`config.mk`:
```
export PLATFORM = sky130hd
export DESIGN_NAME = mastermind_score_seq
export DESIGN_NICKNAME = d
export VERILOG_FILES = /design/src/rtl/mastermind_score_seq.sv
export SDC_FILE = /design/constraint.sdc
export NUM_CORES = 1
export LEC_CHECK = 0
export ABC_AREA = 1
export CAP_MARGIN = 20
export CORE_MARGIN = 1.5
export CORE_UTILIZATION = 40
export DETAILED_ROUTE_END_ITERATION = 8
export PLACE_DENSITY = 0.71
export SETUP_SLACK_MARGIN = 0.1
export SYNTH_ARGS = -nofsm -noshare
export SYNTH_HDL_FRONTEND = slang
export SYNTH_SLANG_ARGS = --single-unit
```
`constraint.sdc`:
```
create_clock -name Clk -period 4.45 [get_ports Clk]
set_clock_uncertainty 0.2 [all_clocks]
set_input_delay 0.89 -clock Clk [delete_from_list [all_inputs] [get_ports Clk]]
set_output_delay 0.89 -clock Clk [all_outputs]
set_load 0.01 [all_outputs]
```
`src/rtl/mastermind_score_seq.sv`:
```
// rtl/mastermind_score_seq.sv - Mastermind guess scoring sequencer (exact pass, then colour pass)
// Optional MASTERMIND_HISTORY_EN keeps a per-guess {guess, exact, partial} history.
module mastermind_score_seq #(
  parameter int NUM_PEGS    = 4,
  parameter int COLOR_W     = 3,
  parameter int NUM_COLORS  = 6,
  parameter int MAX_GUESSES = 8
) (
  input  logic                          Clk,
  input  logic                          Reset_n,
  input  logic                          new_game,
  input  logic                          start,
  input  logic [NUM_PEGS*COLOR_W-1:0]   guess,
  input  logic [NUM_PEGS*COLOR_W-1:0]   answer,
  output logic                          busy,
  output logic                          done,
  output logic                          invalid,
  output logic [2:0]                    exact,
  output logic [2:0]                    partial,
  output logic [2:0]                    guess_num,
  output logic                          win,
  output logic                          lose,
  input  logic [2:0]                    hist_addr,
  output logic [NUM_PEGS*COLOR_W+5:0]   hist_data
);

  localparam int IW  = (NUM_PEGS > 1) ? $clog2(NUM_PEGS) : 1;
  localparam int CLW = $clog2(NUM_COLORS + 1);
  localparam int GW  = $clog2(MAX_GUESSES + 1);
  localparam int HW  = (MAX_GUESSES > 1) ? $clog2(MAX_GUESSES) : 1;
  localparam int PW  = NUM_PEGS * COLOR_W;

  typedef enum logic [1:0] {S_IDLE, S_EXACT, S_COLOR, S_FINISH} state_t;

  state_t              r_state, w_next;
  logic [PW-1:0]       r_g, r_a;
  logic [NUM_PEGS-1:0] r_matched;
  logic [IW-1:0]       r_idx;
  logic [CLW-1:0]      r_col;
  logic [2:0]          r_exact_cnt, r_part_cnt;
  logic [2:0]          r_exact, r_partial;
  logic [GW-1:0]       r_guess_num;
  logic                r_pending, r_done, r_invalid, r_win, r_lose;

  logic                w_start_ok, w_valid;
  logic [COLOR_W-1:0]  w_g_cur, w_a_cur;
  logic [2:0]          w_gc, w_ac, w_min;

  // A start is latched first and validated on the following edge.
  assign w_start_ok = start && !new_game && (r_state == S_IDLE) && !r_pending && !r_win && !r_lose;

  always_comb begin
    w_valid = 1'b1;
    w_g_cur = '0;
    w_a_cur = '0;
    w_gc    = '0;
    w_ac    = '0;
    for (int i = 0; i < NUM_PEGS; i++) begin
      if ((r_g[i*COLOR_W +: COLOR_W] == '0) || (r_g[i*COLOR_W +: COLOR_W] > COLOR_W'(NUM_COLORS)))
        w_valid = 1'b0;
      if (IW'(i) == r_idx) begin
        w_g_cur = r_g[i*COLOR_W +: COLOR_W];
        w_a_cur = r_a[i*COLOR_W +: COLOR_W];
      end
      if (!r_matched[i] && (r_g[i*COLOR_W +: COLOR_W] == COLOR_W'(r_col))) w_gc = w_gc + 3'd1;
      if (!r_matched[i] && (r_a[i*COLOR_W +: COLOR_W] == COLOR_W'(r_col))) w_ac = w_ac + 3'd1;
    end
    w_min = (w_gc < w_ac) ? w_gc : w_ac;
  end

  always_ff @(posedge Clk) begin
    if (!Reset_n) r_state <= S_IDLE;
    else          r_state <= w_next;
  end

  always_comb begin
    w_next = r_state;
    case (r_state)
      S_IDLE:   if (r_pending && w_valid) w_next = S_EXACT;
      S_EXACT:  if (r_idx == IW'(NUM_PEGS - 1)) w_next = S_COLOR;
      S_COLOR:  if (r_col == CLW'(NUM_COLORS)) w_next = S_FINISH;
      S_FINISH: w_next = S_IDLE;
      default:  w_next = S_IDLE;
    endcase
    if (new_game) w_next = S_IDLE;
  end

  always_ff @(posedge Clk) begin
    if (!Reset_n) begin
      r_g <= '0; r_a <= '0; r_matched <= '0; r_idx <= '0; r_col <= '0;
      r_exact_cnt <= '0; r_part_cnt <= '0; r_exact <= '0; r_partial <= '0;
      r_guess_num <= '0; r_pending <= 1'b0; r_done <= 1'b0; r_invalid <= 1'b0;
      r_win <= 1'b0; r_lose <= 1'b0;
    end else begin
      r_done <= 1'b0;
      if (new_game) begin
        r_pending   <= 1'b0;
        r_guess_num <= '0;
        r_win       <= 1'b0;
        r_lose      <= 1'b0;
        r_invalid   <= 1'b0;
      end else begin
        if (w_start_ok) begin
          r_g         <= guess;
          r_a         <= answer;
          r_matched   <= '0;
          r_exact_cnt <= '0;
          r_part_cnt  <= '0;
          r_idx       <= '0;
          r_col       <= CLW'(1);
          r_pending   <= 1'b1;
          r_invalid   <= 1'b0;
        end
        case (r_state)
          S_IDLE: begin
            if (r_pending) begin
              r_pending <= 1'b0;
              if (!w_valid) begin
                r_done    <= 1'b1;
                r_invalid <= 1'b1;
              end
            end
          end
          S_EXACT: begin
            if (w_g_cur == w_a_cur) begin
              r_exact_cnt      <= r_exact_cnt + 3'd1;
              r_matched[r_idx] <= 1'b1;
            end
            r_idx <= r_idx + IW'(1);
          end
          S_COLOR: begin
            r_part_cnt <= r_part_cnt + w_min;
            r_col      <= r_col + CLW'(1);
          end
          S_FINISH: begin
            r_done      <= 1'b1;
            r_exact     <= r_exact_cnt;
            r_partial   <= r_part_cnt;
            r_guess_num <= r_guess_num + GW'(1);
            if (r_exact_cnt == 3'(NUM_PEGS))                          r_win  <= 1'b1;
            else if ((r_guess_num + GW'(1)) == GW'(MAX_GUESSES))      r_lose <= 1'b1;
          end
          default: ;
        endcase
      end
    end
  end

`ifdef MASTERMIND_HISTORY_EN
  logic [PW+5:0] r_hist [MAX_GUESSES];

  always_ff @(posedge Clk) begin
    if (!Reset_n || new_game) begin
      for (int i = 0; i < MAX_GUESSES; i++) r_hist[i] <= '0;
    end else if (r_state == S_FINISH) begin
      r_hist[HW'(r_guess_num)] <= {r_g, r_exact_cnt, r_part_cnt};
    end
  end

  assign hist_data = r_hist[HW'(hist_addr)];
`else
  logic w_unused_hist_addr;
  assign w_unused_hist_addr = ^hist_addr;
  assign hist_data          = '0;
`endif

  assign busy      = (r_state != S_IDLE);
  assign done      = r_done;
  assign invalid   = r_invalid;
  assign exact     = r_exact;
  assign partial   = r_partial;
  assign guess_num = 3'(r_guess_num);
  assign win       = r_win;
  assign lose      = r_lose;

endmodule
```
Word-level counts from Yosys, hierarchy flattened
Index checks and enable logic that the tools add are counted.

cells by class
  add/subtract/negate cells = 11
  $lt $le $gt $ge = 7
  equal/unequal tests = 22
  muxes and demuxes = 51
  bitwise gates (word level) = 4
  reductions and logical operators = 44

operators with widths
  operator                                               number
  2-to-1 mux 3 bit                                       22
  == test 3 bit                                          9
  adder 3 x 1 -> 3 bit (second input constant)           8
  2-to-1 mux 4 bit                                       5
  2-to-1 mux 1 bit                                       16
  logical AND 1 bit                                      15
  greater-than comparator 3 bit (second input constant)  4
  logical NOT 3 bit                                      4
  2-to-1 mux 2 bit                                       5
  AND reduction 2 bit                                    5
  logical NOT 1 bit                                      8
  one-hot mux 2 bit (4 select lines)                     1
  == test 2 bit (second input constant)                  3
  == test 3 bit (second input constant)                  2
  AND reduction 3 bit                                    2
  nonzero test 2 bit                                     3
  adder 4 x 1 -> 4 bit (second input constant)           1
  == test 2 bit (first input constant)                   2
  == test 4 bit (second input constant)                  1
  logical NOT 2 bit                                      2
  logical OR 1 bit                                       4
  != test 2 bit (second input constant)                  2
  bitwise OR 4 bit                                       1
  adder 3 bit                                            1
  other kinds (11)                                       13

storage, ports and cells
  bits in registers = 56
  output and inout bits = 32

Longest topological paths before layout
  depth after elaboration = 13
  gate-level depth with buffers = 29
  depth with buffers taken out = 27

Least setup slack after synthesis
OpenSTA, ideal clock, no wires.

  kind = reg-to-reg
  from = register r_col[0]
  to = register r_part_cnt[2]
  setup time = 0.070 ns
  arrival time = 3.567 ns
  setup slack = 0.612 ns
  stages on the path, launching flop included = 29
  path through = dfxtp_1 -> buf_6 -> inv_4 -> buf_6 -> o22ai_1 -> a21oi_1 -> nand2_1 -> inv_1 -> ha_1 -> inv_1 -> nand2_1 -> nand2_1 -> inv_1 -> ha_1 -> inv_1 -> o21ai_0 -> inv_1 -> ha_1 -> inv_1 -> nor2_1 -> nand2_2 -> nand3_1 -> nand2_1 -> ha_1 -> fa_1 -> xor2_1 -> o21ai_0 -> a21o_1 -> a21oi_1

between the ends
  word-level cells in the longest chain between the ends = 13
  elaborated cells on any way between the ends = 34

RTL lines
  what                                     line    source
  start: declaration                       39      logic [CLW-1:0] r_col;
  start signal: assignment                 133     r_col <= r_col + CLW'(1);
  == test 3 bit (on tied branches)         65, 66
  logical AND 1 bit (on tied branches)     65, 66
  2-to-1 mux 1 bit (on tied branches)      65, 66
  adder 3 x 1 -> 3 bit (on tied branches)  65, 66
  2-to-1 mux 3 bit (on tied branches)      65, 66
  adder 3 x 1 -> 3 bit (on tied branches)  65, 66
  2-to-1 mux 3 bit (on tied branches)      65, 66
  adder 3 x 1 -> 3 bit (on tied branches)  65, 66
  2-to-1 mux 3 bit (on tied branches)      65, 66
  less-than comparator 3 bit               68      w_min = (w_gc < w_ac) ? w_gc : w_ac;
  2-to-1 mux 3 bit (*)                     68
  adder 3 bit (*)                          132     r_part_cnt <= r_part_cnt + w_min;
  2-to-1 mux 3 bit (*)                     114     case (r_state)
  end signal: assignment                   132
  end: declaration                         40      logic [2:0] r_exact_cnt, r_part_cnt;

Mark *: on every way between the ends. The rest lies on a longest branch, timed or not.
A chain may end at the register's enable or synchronous reset.

Worst setup path in the final report
  from = register r_col[2]
  to = register r_part_cnt[2]

The elaborated chain is that of the path after synthesis.

==> impl_metrics.env <==
export IMPL_fin_util=0.486
export IMPL_setup_violations=0
export IMPL_dominantRegCellSynth="dfxtp_1"
export IMPL_min_path_type="flip-flop to flip-flop"
export IMPL_yosys_register_bits=56
export IMPL_swShare=0.350
export IMPL_hold_viol_final=0
export IMPL_arrival_ns=4.15
export IMPL_cts_htree_levels=2
export IMPL_dp_hpwl_mm=6.03
export IMPL_antenna_left=0
export IMPL_firstDrtPassIters=4
export IMPL_synthCells=496
export IMPL_slew_headroom=0.565
export IMPL_p_sw_uw=417
export IMPL_synth_warnings=0
export IMPL_setup_ws_ns=0.353
export IMPL_grt_pass1_wl_mm=13.7
export IMPL_cts_sinks=56
export IMPL_cts_tree="done"
export IMPL_place_congestion=0.877
export IMPL_antenna_found_initial=0
export IMPL_clockBufferDepth=2
export IMPL_vias_per_cell=5.06
export IMPL_crit_path_top_delay_cell="dfxtp_4"
export IMPL_seq_area_frac_synth=0.322
export IMPL_synth_avg_cell_area_sq_um=7.01
export IMPL_die_w_um=96.2
export IMPL_ios=63
export IMPL_layout_commonest_cell="nand2_1"
export IMPL_path_cells="inv_2 -> nand2_1 -> a221oi_1 -> nand2_1 -> inv_1 -> ha_1 -> nand3_1 -> nand2_1 -> inv_1 -> ha_1 -> nand2_1 -> xor2_1 -> ha_1 -> inv_1 -> a21oi_2 -> nand2_2 -> nand2_1 -> nand2_1 -> ha_1 -> fa_1 -> xor2_1 -> o21ai_0 -> a21o_1 -> a21oi_1"
export IMPL_synthArstFlopShare=0
export IMPL_drt_iter0_markers=152
export IMPL_peakVddDrop_uv=139
export IMPL_crit_top_cell="nand2_1"
export IMPL_antenna_cells=0
export IMPL_drc=0
export IMPL_period_needed_ns=4.10
export IMPL_rsz0062_at_grt="false"
export IMPL_cp_slowest_stage_delay_ns=0.39
export IMPL_synth_edff_count=0
export IMPL_portBuffers=41
export IMPL_start_util=0.419
export IMPL_area_growth_pct=16.0
export IMPL_layout_common_cells="88 x nand2_1, 64 x inv_1, 54 x dfxtp_1"
export IMPL_dp_slack_ns=0.126
export IMPL_wl_per_cell_um=12.6
export IMPL_cap_violations=0
export IMPL_grt_pass1_vias=3052
export IMPL_dieArea_sq_um=9260
export IMPL_yosysTopAreaCellShare=0.322
export IMPL_total_power_mw=1.19
export IMPL_synth_cell_area_sq_um=3480
export IMPL_finalCritPeriodShare=0.921
export IMPL_end_kind="flip-flop"
export IMPL_clock_fmax_ghz=0.244
export IMPL_drv_slew=0
export IMPL_crit_type="flip-flop to flip-flop"
export IMPL_tightest_slew_ns=0.650
export IMPL_root_buffer="clkbuf_8"
export IMPL_worst_ep_required_time_ns=4.50
export IMPL_stdcell_area_sq_um=4030
export IMPL_final_nets=590
export IMPL_outcome="completed"
export IMPL_p_leak_nw=1.79
export IMPL_num_vias=3231
export IMPL_yosysTopAreaCell="dfxtp_1"
export IMPL_p_comb_frac=0.309
export IMPL_pwr_share_seq=0.447
export IMPL_drt_total_wl_mm=8.04
export IMPL_p_clk_frac=0.244
export IMPL_final_layout_size_suffix_gt1_frac=0.0749
export IMPL_track_usage=0.187
export IMPL_clk_latency_ns=0.31
export IMPL_place_area_sq_um=3880
export IMPL_yosysUniqueCellTypes=35
export IMPL_rows=33
export IMPL_startpoint_type="flip-flop"
export IMPL_cts_made_buffers=5
export IMPL_worst_path_max_fanout=8
export IMPL_die_y_um=96.2
export IMPL_tns_ns=0
export IMPL_grt_max_degree=45
export IMPL_synth_area_top_cells="dfxtp_1 32%, nand2_1 9.5%, ha_1 9.0%, a21oi_1 7.8%, inv_1 6.9%"
export IMPL_grt_overflow_total=0
export IMPL_core_area_sq_um=8300
export IMPL_path_clk_slew_ns=0.11
export IMPL_p_int_uw=775
export IMPL_power_density_nw_per_um2=296
-- power groups by stage --
stage / Combinational, mW / Clock [mW] / Sequential, mW
3_5_place_dp: 0.350 / 0 / 0.545
5_1_grt: 0.430 / 0.320 / 0.536
2_1_floorplan: 0.272 / 0 / 0.541
3_3_place_gp: 0.328 / 0 / 0.545
4_1_cts: 0.350 / 0.297 / 0.534
6_report: 0.368 / 0.291 / 0.534
-- final cells by class --
| class | instances | area [sq um] |
|---|---|---|
| Inverter | 71 | 269 |
| Fill cell | 804 | 4270 |
| Multi-Input combinational cell | 350 | 1930 |
| Timing Repair Buffer | 49 | 483 |
| Clock inverter | 3 | 22.5 |
| Tap cell | 105 | 131 |
| Clock buffer | 5 | 68.8 |
| Sequential cell | 56 | 1130 |
-- final timing paths --
kind	from	end	slack, ns	depth (start not counted)
worst max-delay path	r_col[2]	r_part_cnt[2]	0.35	24
worst min-delay path	r_matched[2]	r_matched[2]	0.28	2
worst max register to register	r_col[2]	r_part_cnt[2]	0.35	24
worst min register to register	r_matched[2]	r_matched[2]	0.28	2
-- per-stage QoR --
stage	hold slack (ns)	instances
6_report	0.279	639
5_1_grt	0.297	639
4_1_cts	0.278	636
3_5_place_dp	0.261	627
3_3_place_gp	0.257	627
2_1_floorplan	0.245	513
-- kinds of logic (layout without fill, tap and decap cells) --
kind of cell | after synthesis | in the layout | share of synthesized area
adders and majority gates | 26 | 26 | 0.0957
buffers and inverters | 107 | 128 | 0.147
DFF | 56 | 56 | 0.322
other | 1 | 18 | 0.00108
and+or+nand+nor | 173 | 173 | 0.219
xor gates and xnor gates | 10 | 10 | 0.0252
AOI/OAI and AO/OA | 123 | 123 | 0.190
-- sequential cells by signal, indices dropped and copies added, names as in the netlist --
signal and cells:
exact 3, invalid 1, win 1, r_matched 4
r_col 3, r_a 12, partial 3, r_guess_num 4
r_g 12, r_exact_cnt 3, r_part_cnt 3, done 1
r_state 2, r_pending 1, r_idx 2, lose 1
-- synthesized netlist by cell type, types with 3 or more instances --
cell / count
a211oi_1: 3
a21oi_1: 54
a221oi_1: 4
buf_4: 22
buf_6: 3
clkbuf_1: 10
dfxtp_1: 56
ha_1: 25
inv_1: 64
inv_2: 4
nand2_1: 88
nand2_2: 5
nand3_1: 29
nand4_1: 7
nor2_1: 34
nor2_2: 3
nor3_1: 3
o21ai_0: 42
o21ai_1: 7
o22ai_1: 8
xor2_1: 8
-- layer usage --
metal | track usage | routed length [um] | share of wire | up-vias
met5 | 0 | 0 | 0 | -
met3 | 0.0261 | 281 | 0.035 | 6
met2 | 0.335 | 3990 | 0.50 | 61
li1 | - | - | - | 1652
met1 | 0.236 | 3710 | 0.46 | 1512
met4 | 0.0417 | 55 | 0.0068 | 0
-- critical path: cells and delay by family (launching register included) --
kind,cells,cell delay [ns]
flops,1,0.39
compound gates,5,0.85
fa+ha+maj,5,1.24
simple gates,8,0.69
buf+inv,4,0.30
xor+xnor,2,0.37
-- repair_timing --
action                                  CTS  global route
hold buffers                              0             0
buffers inserted                          1             3
resized for setup                         1             8
pin swaps                                 0             3
endpoints found under the setup margin    1             2
Power figures use the tool's default switching activity.
